`src/rtl/clock_pkg.sv`:
```
// Shared constants for the clock display path: active-low segment patterns
// (bit order g,f,e,d,c,b,a), digit slot indices and set-field encodings.
package clock_pkg;

    // Active-low segment patterns, seg[6:0] = g,f,e,d,c,b,a
    localparam logic [6:0] SEG_0     = 7'b1000000;
    localparam logic [6:0] SEG_1     = 7'b1111001;
    localparam logic [6:0] SEG_2     = 7'b0100100;
    localparam logic [6:0] SEG_3     = 7'b0110000;
    localparam logic [6:0] SEG_4     = 7'b0011001;
    localparam logic [6:0] SEG_5     = 7'b0010010;
    localparam logic [6:0] SEG_6     = 7'b0000010;
    localparam logic [6:0] SEG_7     = 7'b1111000;
    localparam logic [6:0] SEG_8     = 7'b0000000;
    localparam logic [6:0] SEG_9     = 7'b0010000;
    localparam logic [6:0] SEG_BLANK = 7'b1111111;

    // Digit slot indices, matching the anode bit each one drives
    localparam logic [2:0] DIG_SEC_U  = 3'd0;
    localparam logic [2:0] DIG_SEC_T  = 3'd1;
    localparam logic [2:0] DIG_MIN_U  = 3'd2;
    localparam logic [2:0] DIG_MIN_T  = 3'd3;
    localparam logic [2:0] DIG_HOUR_U = 3'd4;
    localparam logic [2:0] DIG_HOUR_T = 3'd5;

    // Field currently being adjusted by the user
    typedef enum logic [1:0] {
        SEL_NONE = 2'b00,
        SEL_HOUR = 2'b01,
        SEL_MIN  = 2'b10,
        SEL_SEC  = 2'b11
    } sel_e;

    // Which adjustable field a given digit slot belongs to
    function automatic sel_e digitField(input logic [2:0] idx);
        case (idx)
            DIG_SEC_U, DIG_SEC_T:   digitField = SEL_SEC;
            DIG_MIN_U, DIG_MIN_T:   digitField = SEL_MIN;
            DIG_HOUR_U, DIG_HOUR_T: digitField = SEL_HOUR;
            default:                digitField = SEL_NONE;
        endcase
    endfunction

endpackage

```
`src/rtl/seg_scan6_bcd7seg.sv`:
```
// bcd7seg: combinational BCD to active-low seven-segment decoder.
// Non-decimal codes (10..15) light nothing.
module bcd7seg
    import clock_pkg::*;
(
    input  logic [3:0] bcd_i,
    output logic [6:0] seg_o
);

    // Table lookup of the segment pattern for one BCD digit
    always_comb begin
        seg_o = SEG_BLANK;
        case (bcd_i)
            4'd0:    seg_o = SEG_0;
            4'd1:    seg_o = SEG_1;
            4'd2:    seg_o = SEG_2;
            4'd3:    seg_o = SEG_3;
            4'd4:    seg_o = SEG_4;
            4'd5:    seg_o = SEG_5;
            4'd6:    seg_o = SEG_6;
            4'd7:    seg_o = SEG_7;
            4'd8:    seg_o = SEG_8;
            4'd9:    seg_o = SEG_9;
            default: seg_o = SEG_BLANK;
        endcase
    end

endmodule

```
`src/rtl/seg_scan6.sv`:
```
// seg_scan6: six-digit multiplexed seven-segment driver for the clock.
// Scans sec/min/hour BCD digits onto one shared active-low segment bus,
// shows PM on the hour-units decimal point and blanks a leading hour zero.
// Optional feature macro SEG_BLINK_EN: blinks the field selected by setSel.
module seg_scan6
    import clock_pkg::*;
#(
    parameter int SCAN_DIV   = 50000,
    parameter int BLINK_HALF = 83
) (
    input  logic       CP,
    input  logic       reset,
    input  logic [5:0] hour,
    input  logic [6:0] min,
    input  logic [6:0] sec,
    input  logic       noon,
    input  logic [1:0] setSel,
    output logic [5:0] an,
    output logic [6:0] seg,
    output logic       dp
);

    localparam int PW = (SCAN_DIV > 1) ? $clog2(SCAN_DIV) : 1;

    logic [PW-1:0] presc_q, presc_d;
    logic [2:0]    idx_q, idx_d;
    logic          slotTick;
    logic          frameEnd;
    logic [3:0]    digitVal;
    logic [6:0]    segDec;
    logic          blankField;
    logic [5:0]    an_q, an_d;
    logic [6:0]    seg_q, seg_d;
    logic          dp_q, dp_d;

    // Prescaler and digit index: one slot per SCAN_DIV cycles, six slots per frame
    always_comb begin
        slotTick = (presc_q == PW'(SCAN_DIV - 1));
        frameEnd = slotTick && (idx_q == DIG_HOUR_T);
        presc_d  = slotTick ? '0 : presc_q + 1'b1;
        idx_d    = idx_q;
        if (slotTick) begin
            idx_d = frameEnd ? DIG_SEC_U : idx_q + 3'd1;
        end
    end

    // Scan counters
    always_ff @(posedge CP or posedge reset) begin
        if (reset) begin
            presc_q <= '0;
            idx_q   <= DIG_SEC_U;
        end else begin
            presc_q <= presc_d;
            idx_q   <= idx_d;
        end
    end

    // Pick the BCD nibble for the slot currently being scanned
    always_comb begin
        digitVal = 4'd0;
        case (idx_q)
            DIG_SEC_U:  digitVal = sec[3:0];
            DIG_SEC_T:  digitVal = {1'b0, sec[6:4]};
            DIG_MIN_U:  digitVal = min[3:0];
            DIG_MIN_T:  digitVal = {1'b0, min[6:4]};
            DIG_HOUR_U: digitVal = hour[3:0];
            DIG_HOUR_T: digitVal = {2'b00, hour[5:4]};
            default:    digitVal = 4'd0;
        endcase
    end

    bcd7seg u_dec (
        .bcd_i (digitVal),
        .seg_o (segDec)
    );

`ifdef SEG_BLINK_EN
    localparam int FW = (BLINK_HALF > 1) ? $clog2(BLINK_HALF) : 1;

    logic [FW-1:0] frame_q, frame_d;
    logic          phase_q, phase_d;

    // Count whole frames and flip the blink phase every BLINK_HALF frames
    always_comb begin
        frame_d = frame_q;
        phase_d = phase_q;
        if (frameEnd) begin
            if (frame_q == FW'(BLINK_HALF - 1)) begin
                frame_d = '0;
                phase_d = ~phase_q;
            end else begin
                frame_d = frame_q + 1'b1;
            end
        end
    end

    // Blink counters; phase 0 is the visible half
    always_ff @(posedge CP or posedge reset) begin
        if (reset) begin
            frame_q <= '0;
            phase_q <= 1'b0;
        end else begin
            frame_q <= frame_d;
            phase_q <= phase_d;
        end
    end

    assign blankField = phase_q && (setSel != SEL_NONE) &&
                        (setSel == digitField(idx_q));
`else
    logic unusedSetSel;
    assign unusedSetSel = ^setSel;
    assign blankField   = 1'b0;
`endif

    // Next anode/segment/dp values: one anode low, suppressed for a leading
    // hour zero or a blinked-off field; dp marks PM on hour units
    always_comb begin
        an_d  = ~(6'b000001 << idx_q);
        seg_d = segDec;
        dp_d  = 1'b1;
        if (((idx_q == DIG_HOUR_T) && (hour[5:4] == 2'b00)) || blankField) begin
            an_d = 6'b111111;
        end
        if ((idx_q == DIG_HOUR_U) && noon && !blankField) begin
            dp_d = 1'b0;
        end
    end

    // Output registers keep the pad drivers glitch-free
    always_ff @(posedge CP or posedge reset) begin
        if (reset) begin
            an_q  <= 6'b111111;
            seg_q <= SEG_BLANK;
            dp_q  <= 1'b1;
        end else begin
            an_q  <= an_d;
            seg_q <= seg_d;
            dp_q  <= dp_d;
        end
    end

    assign an  = an_q;
    assign seg = seg_q;
    assign dp  = dp_q;

endmodule

```
`config.mk`:
```
export PLATFORM = sky130hd
export DESIGN_NAME = seg_scan6
export DESIGN_NICKNAME = d
export VERILOG_FILES = /design/src/rtl/clock_pkg.sv /design/src/rtl/seg_scan6_bcd7seg.sv /design/src/rtl/seg_scan6.sv
export SDC_FILE = /design/constraint.sdc
export NUM_CORES = 1
export LEC_CHECK = 0
export BUFFER_PORTS_ARGS = -buffer_cell sky130_fd_sc_hd__buf_2
export CAP_MARGIN = 15
export CORE_MARGIN = 5
export CORE_UTILIZATION = 58
export DETAILED_ROUTE_END_ITERATION = 10
export PLACE_DENSITY = 0.84
export SLEW_MARGIN = 10
export SYNTH_ARGS = -nofsm -noshare
export SYNTH_HDL_FRONTEND = slang
export SYNTH_SLANG_ARGS = --single-unit
```
`constraint.sdc`:
```
create_clock -name CP -period 4.7 [get_ports CP]
set_input_delay 0.235 -clock CP [delete_from_list [all_inputs] [get_ports CP]]
set_output_delay 0.235 -clock CP [all_outputs]
set_load 0.01 [all_outputs]
```
==> results list <==
- Hold worst-path end: dp$_DFF_PP1_
- Pins Over Slew Limit: 0
- Clk root buf: sky130_fd_sc_hd__clkbuf_4
* Count of unique library cells instantiated by Yosys: 46
- Of the total synthesized cell area, the portion taken by XOR and XNOR cells is 0.0395.
- At the worst endpoint, the required time is 4950 ps.
- Kind of critical path: reg -> reg
- Of the total power, combinational logic draws 0.088.
* Fraction of the mapped netlist area in compound gates: 0.102
- Synthesis produced 163 cells.
* Final count of negative-setup-slack endpoints: 0
- At the pin with the least slew margin, the transition time is 1020 ps.
* Net count of the mapped netlist: 199
- Area of placed instances: 1960 sq um
- Main combinational cell family by area after synthesis: simple AND/OR/NAND/NOR gates
* Total half-perimeter wirelength after legalization and detailed placement: 2.56 mm
- Sinks on the clock net: 33
* Proportion of total power due to net switching: 0.229
- Synthesis inferred 33 register bits.
* Worst relative slew slack: 0.317
- The number of antenna violations at the first check in global routing is 0.
- Number of max-cap violations: 0
* Area taken by multi-input logic gates: 858 sq um
- P per Cell Area: 247 nW/um^2
* RSZ-0062 raised after global routing: no
* Fraction of post-synthesis cell area in the top cell type by area: 0.268
- Antenna Violating Nets Remaining: 0
- In this run the register-to-register setup slack is 2360 ps.
* CTS max path bufs: 2
* Total Routing Usage GR: 0.187
- Average size of a mapped cell: 10.9 sq um
- Via count: 1324
* Input/output buffers: 36
- The floorplan has 20 rows.
- Post-route minimum period: 2340 ps
* Adder-cell share of the synthesized area: 0.0777
- Post-route DRC violation count: 0
- The analysis attributes to cell leakage a power of 0.907 nW.
* Worst R2R Path Depth: 6
- Per-cell routed wire length: 14.4 um
- Simple logic cell fraction of the synthesized area: 0.198
- Mux cell area share after synthesis: 0.0671
- Cells along the critical path: inv_1 > ha_1 > inv_1 > o2111ai_1 > mux2i_1 > a21oi_1
- Relative area change from synthesis to final layout: 14.8%
- Final TNS setup: 0 ps
* Slowest stage cell on the critical path: sky130_fd_sc_hd__o2111ai_1
- Worst ir drop on vdd: 128 uV
* Number of iterations in the first detailed-routing pass: 4
* Critical path startpoint category: flop
- Level count of the clock H-tree: 2
* First-pass GRT wire length: 6.09 mm
* Highest achievable clock rate: 427 MHz
- The flow ran to the end, and the final reports show no timing, DRC or antenna violations.
- Counting the buffers created by CTS gives 5.
- The number of setup buffers added after CTS is 0.
- Worst min-delay path category: in -> reg
- Cell seen most often among critical-path stages: sky130_fd_sc_hd__inv_1
* Number of nets in the finished design: 238
- Proportion of synthesized flip-flops having asynchronous set or reset: 1.00
- Number of ports placed on the die boundary: 39
* Placer Congestion: 0.820
* Chip height: 65.3 um
* CTS tree: done
* Yosys synthesis warning count: 0
* Total length of routed wires: 3.41 mm
- Die area: 4260 sq um
- The via count of the first global-routing pass is 1379.
- Clk pin slew, worst setup/hold paths: 90 ps
- Yosys mapped a number of flops with a built-in enable equal to 0.
- Endpoint of the lowest-slack register-to-register path: seg[0]$_DFF_PP1_
- The startpoint identified for the worst register-to-register timing path is idx_q[0]$_DFFE_PP0N_.
- Main area contributors after synthesis: sky130_fd_sc_hd__dfrtp_1 27%, sky130_fd_sc_hd__dfstp_2 21%, sky130_fd_sc_hd__ha_1 7.8%
- For this run, the slowest stage of the critical path takes 850 ps.
* Critical path capture point type: flop
- The share of total power dissipated in sequential elements is 0.587.
* Primary flip-flop cell chosen by synthesis mapping: sky130_fd_sc_hd__dfrtp_1
* Antenna diodes: 0
- Entering global routing, the biggest net connects 34 pins.
* Residual overflow from global routing: 0
- The finished cells cover 2030 sq um.
* Cell area after synthesis: 1770 sq um
* Data arrival time of the critical path: 2590 ps
- Starting Density: 0.590
- Power dissipated by switching net loads: 115 uW
* Clock power frac: 0.325
- Number of violations reported at the end of detailed-routing iteration 0: 60
- In the final layout, the share of cells above drive strength 1 is 0.345.
* Final hold viol count: 0
- Along the worst hold path, the cell count comes to 2.
* Clock latency at the later pin of the worst-skew pair: 330 ps
- The worst hold path begins at noon.
* Post-synthesis sequential area ratio: 0.476
- Portion of the clock cycle consumed by the worst path in the final layout: 0.498
- Core region area: 3000 sq um
- Cell internal power dissipation: 386 uW
- Biggest area consumer among synthesized cells: sky130_fd_sc_hd__dfrtp_1
- Critical Path Fanout Max: 11
* Skew final: 4.19 ps
- The layout has 229 filler cells.
- From left edge to right edge, the die measures 65.3 um.
* Area occupied by registers: 843 sq um
* Vias/cell: 5.61
[flip-flops by register name (all words and copies together) (netlist names)]
name	cells
seg	7
presc_q	16
idx_q	3
an	6
dp	1
[routing by layer]
| layer | global-route usage | up-vias | wire length, um |
|---|---|---|---|
| met5 | 0 | - | 0 |
| met2 | 0.306 | 28 | 1710 |
| li1 | - | 652 | - |
| met4 | 0.0907 | 0 | 59 |
| met3 | 0.0547 | 6 | 162 |
| met1 | 0.224 | 638 | 1470 |
[Yosys cell counts, drive strengths merged, types with 2 or more instances]
cell type and number:
mux2i 7, nor4bb 2, nor2 14, dfstp 14, nand4 2, nand2 15, mux2 4, o21ai 5
and3 3, nor3 6, dfrtp 19, a32oi 2, nand3 9, nand2b 2, and4 2, a22oi 2
buf 5, inv 9, ha 11, a21oi 5, nand3b 3, xor2 3, xnor2 5
[power by group through the flow]
stage | logic (mW) | registers [mW] | clock network, mW
after floorplan | 0.0213 | 0.303 | 0
after global placement | 0.0426 | 0.299 | 0
after detailed placement | 0.0444 | 0.299 | 0
after CTS | 0.0449 | 0.294 | 0.171
after global routing | 0.0500 | 0.295 | 0.184
final | 0.0441 | 0.294 | 0.163
[through the flow]
step / cells / hold slack, ps / power (mW) / setup slack, ps / util
floorplan: 163 / 298 / 0.324 / 2800 / -
global placement: 227 / 333 / 0.342 / 2510 / 0.654
detailed placement: 227 / 343 / 0.344 / 2380 / 0.654
CTS: 236 / 32.3 / 0.511 / 2370 / 0.677
global route: 236 / 40.8 / 0.528 / 2090 / 0.677
finish: 236 / 45.8 / 0.502 / 2360 / 0.677
[worst max path at each step]
| stage | to | cells past startpoint | from | slack, ps |
|---|---|---|---|---|
| after floorplan | seg[3]$_DFF_PP1_ | 9 | idx_q[0]$_DFFE_PP0N_ | 2800 |
| after global placement | seg[5]$_DFF_PP1_ | 6 | idx_q[0]$_DFFE_PP0N_ | 2510 |
| after detailed placement | seg[0]$_DFF_PP1_ | 6 | idx_q[0]$_DFFE_PP0N_ | 2380 |
| after CTS | seg[0]$_DFF_PP1_ | 6 | idx_q[0]$_DFFE_PP0N_ | 2370 |
| after global routing | seg[4]$_DFF_PP1_ | 6 | idx_q[0]$_DFFE_PP0N_ | 2090 |
| final | seg[0]$_DFF_PP1_ | 6 | idx_q[0]$_DFFE_PP0N_ | 2360 |
[area by class of cell]
class,count,share of cell area
timing repair buffer,38,0.0972
tap,33,0.0203
clock buffer,8,0.0289
multi-input combinational,115,0.422
inverter,9,0.0166
sequential,33,0.415
[critical path, delay by kind of cell (launching register included)]
| kind | cells | cell delay (ps) |
|---|---|---|
| adder cells (fa/ha/maj) | 1 | 350 |
| flip-flops | 1 | 410 |
| buffers and inverters | 2 | 260 |
| multiplexers | 1 | 300 |
| AO/OA/AOI/OAI | 2 | 950 |
[what timing repair did]
action	4_1_cts	5_1_grt
gates resized for setup	0	0
hold endpoints to repair	19	0
hold buffers	1	0
[cells by family (layout without fill, tap and decap cells)]
| group | after synthesis | count (layout) |
|---|---|---|
| simple gates | 62 | 62 |
| flops | 33 | 33 |
| compound gates | 23 | 23 |
| buf+inv | 15 | 55 |
| fa+ha+maj | 11 | 11 |
| mux | 11 | 11 |
| xor+xnor | 8 | 8 |
[layout by cell type, fill, tap and decap left out, types with 5 or more instances in the layout]
master	n
sky130_fd_sc_hd__buf_2	36
sky130_fd_sc_hd__dfrtp_1	19
sky130_fd_sc_hd__nand2_1	15
sky130_fd_sc_hd__nor2_1	14
sky130_fd_sc_hd__dfstp_2	14
sky130_fd_sc_hd__ha_1	11
sky130_fd_sc_hd__nand3_1	9
sky130_fd_sc_hd__mux2i_1	7
sky130_fd_sc_hd__inv_1	7
sky130_fd_sc_hd__a21oi_1	5
sky130_fd_sc_hd__xnor2_1	5
sky130_fd_sc_hd__clkbuf_4	5
No activity file was read; power rests on OpenSTA's default activity.
